$ cat config.mk
export PLATFORM = sky130hd
export DESIGN_NAME = sonic_cmd_mwr_rx
export DESIGN_NICKNAME = d
export VERILOG_FILES = /design/src/rtl/sonic_cmd_mwr_rx.sv
export SDC_FILE = /design/constraint.sdc
export NUM_CORES = 1
export LEC_CHECK = 0
export ABC_AREA = 1
export CORE_AREA = 2 2 164 166
export CTS_BUF_LIST = sky130_fd_sc_hd__clkbuf_8
export DETAILED_ROUTE_END_ITERATION = 10
export DIE_AREA = 0 0 166 168
export PLACE_DENSITY = 0.87
export REMOVE_ABC_BUFFERS = 1
export SLEW_MARGIN = 20
export SYNTH_ARGS = -nofsm -noshare
export SYNTH_HDL_FRONTEND = slang
export SYNTH_SLANG_ARGS = --single-unit
$ cat constraint.sdc
create_clock -name clk_in -period 2.8 [get_ports clk_in]
set_input_delay 0.28 -clock clk_in [delete_from_list [all_inputs] [get_ports clk_in]]
set_output_delay 0.28 -clock clk_in [all_outputs]
set_load 0.005 [all_outputs]
$ cat src/rtl/sonic_cmd_mwr_rx.sv
// sonic_cmd_mwr_rx: receive side of the host command path.
// Snoops backend RX descriptors for Memory Writes into the command window.
// The 4-DW payload is decoded into cmd_code, cmd_param and base_rc.
// One command at a time is offered downstream on a valid/ready handshake.
module sonic_cmd_mwr_rx #(
  parameter logic [11:0] CMD_OFFSET = 12'h100,
  parameter int          WIN_BITS   = 12,
  parameter int          ERR_W      = 16
) (
  input  logic             clk_in,
  input  logic             rstn,
  input  logic             rx_req,
  input  logic [127:0]     rx_desc,
  output logic             rx_ack,
  input  logic             rx_dfr,
  input  logic             rx_dv,
  input  logic [127:0]     rx_data,
  input  logic [15:0]      rx_be,
  output logic             rx_ws,
  output logic             cmd_valid,
  input  logic             cmd_ready,
  output logic [31:0]      cmd_code,
  output logic [31:0]      cmd_param,
  output logic [63:0]      base_rc,
  output logic [ERR_W-1:0] err_count
);

  // Window offset widened so the window slice stays in range for any WIN_BITS.
  localparam logic [63:0] OFS64 = 64'(CMD_OFFSET);

  typedef enum logic [1:0] {S_IDLE, S_ACK, S_DATA, S_DROP} state_t;

  // Committed command as seen by the command FSM.
  typedef struct packed {
    logic [63:0] base_rc;
    logic [31:0] param;
    logic [31:0] code;
  } cmd_t;

  state_t       state, state_nxt;
  logic         keep, keep_nxt;
  logic         beat_seen;   // a beat has already been taken this TLP
  logic         bad;         // some earlier beat of this TLP was malformed
  logic [127:0] shadow;
  cmd_t         cmd_q;
  logic         commit, err_inc;

  // Descriptor decode
  logic [1:0]   fmt;
  logic [4:0]   typ;
  logic [9:0]   len;
  logic [7:0]   dbe;
  logic [63:0]  addr;
  logic         mwr, hit, good;
  logic         last_beat, beat_bad;
  logic [127:0] cmd_src;
  logic         desc_unused;

  assign fmt  = rx_desc[126:125];
  assign typ  = rx_desc[124:120];
  assign len  = rx_desc[105:96];
  assign dbe  = rx_desc[71:64];
  assign addr = fmt[0] ? rx_desc[63:0] : {32'h0, rx_desc[63:32]};
  assign mwr  = fmt[1] && (typ == 5'b0);
  assign hit  = mwr && (addr[WIN_BITS-1:4] == OFS64[WIN_BITS-1:4]);
  assign good = hit && (len == 10'd4) && (addr[3:0] == 4'h0) && (dbe == 8'hFF);

  // Only part of the descriptor and address take part in the decode.
  assign desc_unused = ^{rx_desc, addr};

  assign last_beat = rx_dv && !rx_dfr;
  // A second beat means the payload is longer than one 128-bit beat.
  assign beat_bad  = (rx_be != 16'hFFFF) || beat_seen;
  // Commit happens only on a clean single beat, so the live beat is the payload;
  // the shadow covers the case of a beat already held.
  assign cmd_src   = beat_seen ? shadow : rx_data;

  assign rx_ws     = 1'b0;
  assign cmd_code  = cmd_q.code;
  assign cmd_param = cmd_q.param;
  assign base_rc   = cmd_q.base_rc;

  // State register and the latched good/keep decision
  always_ff @(posedge clk_in) begin
    if (!rstn) begin
      state <= S_IDLE;
      keep  <= 1'b0;
    end else begin
      state <= state_nxt;
      keep  <= keep_nxt;
    end
  end

  // Next-state, ack strobe, commit and error decisions
  always_comb begin
    state_nxt = state;
    keep_nxt  = keep;
    rx_ack    = 1'b0;
    commit    = 1'b0;
    err_inc   = 1'b0;
    case (state)
      S_IDLE: begin
        // A pending command blocks acceptance; the backend keeps rx_req up.
        if (rx_req && hit && !cmd_valid) begin
          state_nxt = S_ACK;
          keep_nxt  = good;
        end
      end
      S_ACK: begin
        rx_ack    = 1'b1;
        state_nxt = keep ? S_DATA : S_DROP;
      end
      S_DATA: begin
        if (last_beat) begin
          state_nxt = S_IDLE;
          if (bad || beat_bad) err_inc = 1'b1;
          else                 commit  = 1'b1;
        end
      end
      S_DROP: begin
        if (last_beat) begin
          state_nxt = S_IDLE;
          err_inc   = 1'b1;
        end
      end
      default: state_nxt = S_IDLE;
    endcase
  end

  // Per-TLP beat tracking; cleared while the ack is issued
  always_ff @(posedge clk_in) begin
    if (!rstn) begin
      beat_seen <= 1'b0;
      bad       <= 1'b0;
      shadow    <= '0;
    end else if (state == S_ACK) begin
      beat_seen <= 1'b0;
      bad       <= 1'b0;
    end else if (state == S_DATA && rx_dv) begin
      beat_seen <= 1'b1;
      bad       <= bad | beat_bad;
      if (!beat_seen) shadow <= rx_data;
    end
  end

  // Command outputs and handshake; commit and pending command never overlap
  always_ff @(posedge clk_in) begin
    if (!rstn) begin
      cmd_valid <= 1'b0;
      cmd_q     <= '0;
    end else if (commit) begin
      cmd_valid     <= 1'b1;
      cmd_q.code    <= cmd_src[31:0];
      cmd_q.param   <= cmd_src[63:32];
      cmd_q.base_rc <= cmd_src[127:64];
    end else if (cmd_valid && cmd_ready) begin
      cmd_valid <= 1'b0;
    end
  end

  // Saturating count of malformed TLPs to the window
  always_ff @(posedge clk_in) begin
    if (!rstn)                          err_count <= '0;
    else if (err_inc && !(&err_count))  err_count <= err_count + 1'b1;
  end

endmodule

* Word level (Yosys, flattened, before mapping) *
Cells that the tools add are included.

storage, ports and cells
  register bits = 278
  input bits = 278

cells by class
  multiplexer cells = 16
  add/sub/neg operators = 1
  reductions and logical operators = 26
  bitwise gates (word level) = 3
  eq/ne operators = 9

operators by type and width
  cell                   number
  $mux 128               1
  $add 16x1->16 const B  1
  $ne 16x16->1 const B   1
  $reduce_and 16->1      1
  $mux 12                1
  $logic_and 1x1->1      11
  $eq 10x3->1 const B    1
  $mux 1                 10
  $eq 8x5->1 const B     1
  $eq 8x8->1 const B     1
  $pmux 2 s3             1
  $reduce_and 2->1       3
  $logic_not 5->1        1
  $eq 2x2->1 const B     2
  $logic_not 4->1        1
  $mux 2                 2
  $reduce_or 2->1        2
  $logic_not 1->1        3
  $eq 2x1->1 const B     1
  $logic_not 2->1        1
  $logic_or 1x1->1       2
  $ne 2x1->1 const B     1
  $ne 2x2->1 const B     1
  $not 1->1              2
  other kinds (3)        3

* Depth between registers and ports, before layout *
Gate-level depths: netlist (run 1).

  depth after elaboration = 7
  gate-level depth with buffers = 10

* Worst setup path before layout (run 1) *
OpenSTA, ideal clock, no wires.

  path kind = register -> register
  start = register err_count[0]
  end = register err_count[0]
  required time = 2.668 ns
  slack = 1.173 ns
  stages on the path, launching flop included = 8
  library setup time = 0.132 ns
  arrival = 1.494 ns
  buffers on the path = 1
  path through = dfxtp_1 > ha_1 > nand2_2 > nor2_2 > nand4_4 > clkbuf_1 > nand3_1 > a21oi_1

between the ends
  word-level cells in the longest chain between the ends = 3
  elaborated cells on any way between the ends = 4

ends and longest elaborated chain
  item                                                   line  RTL
  from (decl)                                            25    output logic [ERR_W-1:0] err_count
  from (signal assigned)                                 164   else if (err_inc && !(&err_count)) err_count <= err_count + 1'b1;
  branches (longest 3 deep; another with $add 16x1->16)  n/a

Parallel ways; which one is timed is not known.
A chain may end at the register's enable or synchronous reset.

* Worst setup path after layout (run 1) *
  start = register err_count[0]
  end = register err_count[1]

The elaborated chain is that of the path after synthesis.

==> results of run 1 <==
[cell usage after synthesis]
library cell  instances
a21oi_1              19
nor2_2                5
nand2_1             331
buf_6                12
o211ai_1              1
nor3_1                2
xnor2_1               2
buf_4                14
o21a_1                1
buf_1                15
nand3_4               1
nand3b_1              2
or2_2                 1
nand4_4               1
inv_2                 1
xor2_1                3
ha_1                  1
o21ai_0               4
nand4_1             141
a211oi_1            128
nor2_1              308
nand3_1              26
conb_1                1
buf_2                60
nor2_8                1
a31oi_1               1
clkbuf_1             32
dfxtp_1             278
inv_1               281
o21bai_1              1
nand2_2               1
mux2i_1             128
or2_4                 1
[critical path: cells and delay by family (launching register included)]
kind	cells	cell delay, ns
flops	1	0.45
compound gates	1	0.16
fa+ha+maj	1	0.30
simple gates	5	1.05
[layout make-up]
cell class	instances	area [sq um]
clock buffers	57	785
inverters	282	1060
well taps	341	427
diodes	2	5.00
fillers	2051	8640
clock inverters	22	103
repair buffers	360	3720
flip-flops and latches	278	5570
multi-input cells	1111	6030
[per-layer routing]
layer	routed length, microns	vias up	share of wire
met2	18600	510	0.49
met3	2900	106	0.076
met1	15300	5924	0.40
li1	-	6355	-
met5	11	-	0.00029
met4	1480	2	0.039
[flip-flops by register name, indices dropped and copies added, names as in the netlist]
name / cells
shadow: 128
base_rc: 64
cmd_code: 32
cmd_param: 32
err_count: 16
state: 2
bad: 1
beat_seen: 1
cmd_valid: 1
keep: 1
[kinds of logic (layout without fill, tap and decap cells)]
logic type | after synthesis | in the layout | share of synthesized area
AND/OR/NAND/NOR | 821 | 821 | 0.266
buffers and inverters | 415 | 721 | 0.133
flip-flops | 278 | 278 | 0.417
AO/OA/AOI/OAI | 155 | 155 | 0.0829
multiplexers | 128 | 128 | 0.0961
XOR/XNOR | 5 | 5 | 0.00328
adder cells (fa/ha/maj) | 1 | 1 | 0.000938
other | 1 | 3 | 0.000281
[worst paths after layout]
| check | start | end | slack [ns] | cells past startpoint |
|---|---|---|---|---|
| hold reg to reg | shadow[118]$_SDFFE_PN0P_ | shadow[118]$_SDFFE_PN0P_ | 0.49 | 2 |
| hold / removal | rstn | shadow[95]$_SDFFE_PN0P_ | 0.31 | 3 |
| setup / recovery | err_count[0]$_SDFFE_PN0P_ | err_count[1]$_SDFFE_PN0P_ | 0.75 | 7 |
| setup reg to reg | err_count[0]$_SDFFE_PN0P_ | err_count[1]$_SDFFE_PN0P_ | 0.75 | 7 |
[stage by stage]
| step | cells | hold WS, ns |
|---|---|---|
| 2_1_floorplan | 1671 | 0.390 |
| 3_3_place_gp | 2372 | 0.477 |
| 3_5_place_dp | 2372 | 0.484 |
| 4_1_cts | 2451 | 0.282 |
| 5_1_grt | 2453 | 0.309 |
| 6_report | 2453 | 0.306 |
[power by group]
part,total [mW],internal [mW],switching (mW),leakage (nW)
clock network,3.46,1.83,1.62,0.518
registers,3.96,3.96,0.00169,2.24
logic,0.559,0.320,0.239,4.05
==> impl_metrics.py, run 1 <==
metrics = {
    "outcome": {
        "status": "completed",
    },
    "synthesis": {
        "yosys.area.top_type": "dfxtp_1",
        "netlist-cell-type-count": 33,
        "yosysTopAreaCellShare": 0.417,
        "yosysSeqAreaShare": 0.417,
        "synth.area.top_cells": "dfxtp_1, mux2i_1, nand2_1",
        "yosys_warnings": 0,
        "synth.cell_area_sq_mm": 0.0133,
        "avgSynthCellArea_sq_um": 7.39,
        "ys_ff_latch": 278,
        "syn-instance-count": 1804,
    },
    "layout": {
        "fin_area_sq_mm": 0.0177,
        "layout_common_cells": "clkdlybuf4s50_1, nand2_1, nor2_1",
        "drive_above_1_share": 0.0474,
        "areaGrowthSynthToFinish_pct": 32.8,
        "fin_util": 0.672,
        "fin_nets": 2357,
        "final_common_cell": "clkdlybuf4s50_1",
    },
    "clock_tree": {
        "ctsHoldBuffers": 0,
        "cts_setup_buffers": 0,
        "clk_pin_slew_ns": 0.06,
        "htreeDepth": 2,
        "cts_tree": "yes",
        "cts_root_buf": "clkbuf_8",
        "cts.sinks": 278,
        "cts-resized-gates": 0,
        "numCtsBuffers": 45,
        "clk_path_buf_depth": 3,
        "clock_latency_ns": 0.56,
    },
    "power_and_ir_drop": {
        "irDropWorstVdd_mv": 0.398,
        "totalPowerFinal_mw": 7.97,
        "powerDensity_mw_per_mm2": 450,
        "leakage_nw": 6.81,
    },
    "placed_design": {
        "placed_area_sq_mm": 0.0168,
        "dp_slack_ns": 0.586,
        "gp_congestion": 0.861,
        "dp_hpwl_microns": 24000,
        "port_buffers": 344,
    },
    "timing": {
        "max_slew_margin": 0.560,
        "tightest_slew_ns": 0.659,
        "finalHoldViolCount": 0,
        "period_needed_ns": 2.05,
        "rsz0062_at_grt": "no",
        "post-route-period-util": 0.732,
        "slew_violations": 0,
        "fmax_mhz": 488,
        "fin_ws_ns": 0.749,
        "finalSetupViolations": 0,
        "finalClockSkew_ns": 0.0154,
        "fin_setup_tns_ns": 0,
    },
    "die": {
        "core_sq_mm": 0.0264,
        "die_w_microns": 166,
        "die-area_sq_mm": 0.0279,
        "initial_utilization": 0.506,
        "die_y_microns": 168,
        "io_pins": 425,
        "rows": 60,
    },
    "drt": {
        "drt_iter0_markers": 993,
        "ant_nets": 0,
        "viasPerCell": 5.26,
        "routed_wl_microns": 38300,
        "drc": 0,
        "vias": 12897,
        "firstDrtPassIters": 5,
        "avgRoutedWirePerCell_microns": 15.6,
    },
    "worst_setup_path": {
        "crit_type": "register to register",
        "crit_chain": "ha_1 > nand2_2 > nor2_2 > nand4_4 > nand3_4 > nand2_1 > a21oi_1",
        "start_kind": "register",
        "slowest_delay_ns": 0.45,
        "critical-path-slowest-cell": "dfxtp_1",
        "cp_max_fo": 16,
        "end_kind": "register",
        "crit_arrival_ns": 2.53,
        "worstPathRequired_ns": 3.28,
    },
    "global_route": {
        "overflow": 0,
        "antenna_found_initial": 3,
        "grt_max_degree": 131,
        "grt_pass1_vias": 12846,
        "met1_usage": 0.312,
        "grt.met2_usage": 0.470,
        "grt_pass1_wl_microns": 62100,
        "met3_usage": 0.0574,
        "gr-max-usage-layer": "met2",
        "grt_usage": 0.266,
    },
    "hold_path": {
        "hp-class": "primary input to register",
    },
    "run": {
        "cap_violations": 0,
    },
}
Power figures use the tool's default switching activity.
==> run 2: changes to the inputs <==
CORE_AREA = 2 2 178 180   (was 2 2 164 166)
DIE_AREA = 0 0 180 182   (was 0 0 166 168)
PLACE_DENSITY = 0.79   (was 0.87)
clock period = 1.8 ns   (was 2.8 ns; I/O delays follow)
==> impl_metrics.py, run 2 (synthesis gave the netlist of run 1 again) <==
metrics = {
    "clock_tree": {
        "ctsHoldBuffers": 0,
        "cts_setup_buffers": 0,
        "cts.sinks": 278,
        "htreeDepth": 2,
        "clk_path_buf_depth": 3,
        "cts_tree": "yes",
        "cts_root_buf": "clkbuf_8",
        "clock_latency_ns": 0.56,
        "clk_pin_slew_ns": 0.07,
        "numCtsBuffers": 47,
    },
    "worst_setup_path": {
        "start_kind": "register",
        "end_kind": "register",
        "crit_type": "register to register",
        "cp-startpoint": "beat_seen$_SDFFE_PP0P_",
        "crit-reg2reg-launch": "beat_seen$_SDFFE_PP0P_",
        "critical-path-slowest-cell": "dfxtp_4",
        "slowest_delay_ns": 0.38,
        "worst-path-stages": 6,
        "cp_max_fo": 38,
        "worstRegToRegCells": 6,
        "crit_buf_inv": 2,
        "crit_arrival_ns": 2.21,
        "path_delay_family": "buffers and inverters",
        "worstPathRequired_ns": 2.25,
        "crit_chain": "buf_12 > buf_4 > mux2i_1 > nand4_1 > nand2_1 > nor2_1",
    },
    "die": {
        "initial_utilization": 0.430,
        "rows": 65,
        "core_sq_mm": 0.0310,
        "die_y_microns": 182,
        "die-area_sq_mm": 0.0328,
        "die_w_microns": 180,
        "io_pins": 425,
    },
    "hold_path": {
        "hp-class": "primary input to register",
        "hp-start": "rstn",
        "holdPathStages": 3,
    },
    "timing": {
        "finalHoldViolCount": 0,
        "finalClockSkew_ns": 0.0206,
        "whs_ns": 0.0828,
        "fin_ws_ns": 0.0429,
        "fmax_mhz": 569,
        "max_slew_margin": 0.580,
        "post-route-period-util": 0.976,
        "tightest_slew_ns": 0.630,
        "slew_violations": 0,
        "period_needed_ns": 1.76,
        "finalSetupViolations": 0,
        "rsz0062_at_grt": "no",
    },
    "global_route": {
        "grt_max_degree": 130,
        "grt_usage": 0.233,
        "grt.met2_usage": 0.398,
        "met3_usage": 0.0529,
        "grt_pass1_wl_microns": 63500,
        "antenna_found_initial": 1,
        "overflow": 0,
        "grt_pass1_vias": 13013,
        "gr-max-usage-layer": "met2",
        "met1_usage": 0.279,
    },
    "drt": {
        "drc": 0,
        "vias": 13139,
        "firstDrtPassIters": 7,
        "ant_nets": 0,
        "routed_wl_microns": 39000,
        "avgRoutedWirePerCell_microns": 15.1,
        "drt_iter0_markers": 859,
        "viasPerCell": 5.07,
    },
    "power_and_ir_drop": {
        "swShare": 0.233,
        "clock_power_share": 0.438,
        "seqPwrFrac": 0.488,
        "p_int_mw": 9.69,
        "power_frac_comb": 0.074,
        "totalPowerFinal_mw": 12.6,
        "power_switching_mw": 2.95,
        "powerDensity_mw_per_mm2": 677,
        "irDropWorstVdd_mv": 0.600,
        "leakage_nw": 7.29,
    },
    "placed_design": {
        "place_inst": 2512,
        "dp_hpwl_microns": 26600,
        "port_buffers": 344,
        "dp_slack_ns": -0.252,
        "gp_congestion": 0.862,
        "placed_area_sq_mm": 0.0177,
    },
    "layout": {
        "drive_above_1_share": 0.0841,
        "final_common_cell": "clkdlybuf4s50_1",
        "multi_input_area_sq_mm": 0.00604,
        "areaGrowthSynthToFinish_pct": 40.0,
        "fin_nets": 2438,
        "seq_area_sq_mm": 0.00557,
        "fin_cells": 2590,
        "largest_reg_flops": 128,
        "layout_common_cells": "clkdlybuf4s50_1, nand2_1, nor2_1",
        "nFillCells": 2654,
        "reg_top3": "shadow x128, base_rc x64",
        "regMostFlops": "shadow",
        "fin_area_sq_mm": 0.0187,
    },
    "run": {
        "cap_violations": 0,
    },
    "outcome": {
        "status": "completed",
    },
}
run 2: worst paths after layout:
kind                                                 end  slack [ns]
worst max-delay path            base_rc[36]$_SDFFE_PN0P_        0.04
worst min-delay path             shadow[79]$_SDFFE_PN0P_        0.08
worst max register to register  base_rc[36]$_SDFFE_PN0P_        0.04
worst min register to register   shadow[45]$_SDFFE_PN0P_        0.49
run 2: metrics by stage:
stage                     TNS [ns]  utilization
final                            0        0.602
after global routing             0        0.602
after CTS                        0        0.602
after detailed placement    -26.49        0.573
after global placement      -21.21        0.573
after floorplan           -2254.39            -
run 2: layer usage:
metal  part of all wire  wire length (microns)
met5                  0                      0
met4              0.039                   1530
met3              0.077                   3000
met2               0.47                  18500
met1               0.41                  16000
run 2: repair_timing:
action / CTS / global route
endpoints found under the setup margin: 1 / 2
gates cloned: 0 / 0
gates resized for setup: 4 / 3
run 2: area by class of cell:
class,count,share of cell area
Timing Repair Buffer,439,0.245
Tap cell,402,0.0269
Antenna cell,1,0.000134
Inverter,282,0.0568
Clock buffer,57,0.0420
Clock inverter,20,0.00643
Sequential cell,278,0.299
Multi-Input combinational cell,1111,0.324
run 2: worst reg2reg max path: stages (launching register included):
cell and delay, ns:
dfxtp_4 0.38, buf_12 0.27, buf_4 0.31, mux2i_1 0.37
nand4_1 0.17, nand2_1 0.11, nor2_1 0.05
run 2: power by group through the flow:
stage	sequential [mW]	combinational (mW)	clock (mW)
floorplan	6.30	0.275	0
global placement	6.29	0.922	0
detailed placement	6.29	0.931	0
CTS	6.16	0.940	5.62
global route	6.16	1.01	5.94
finish	6.16	0.941	5.53
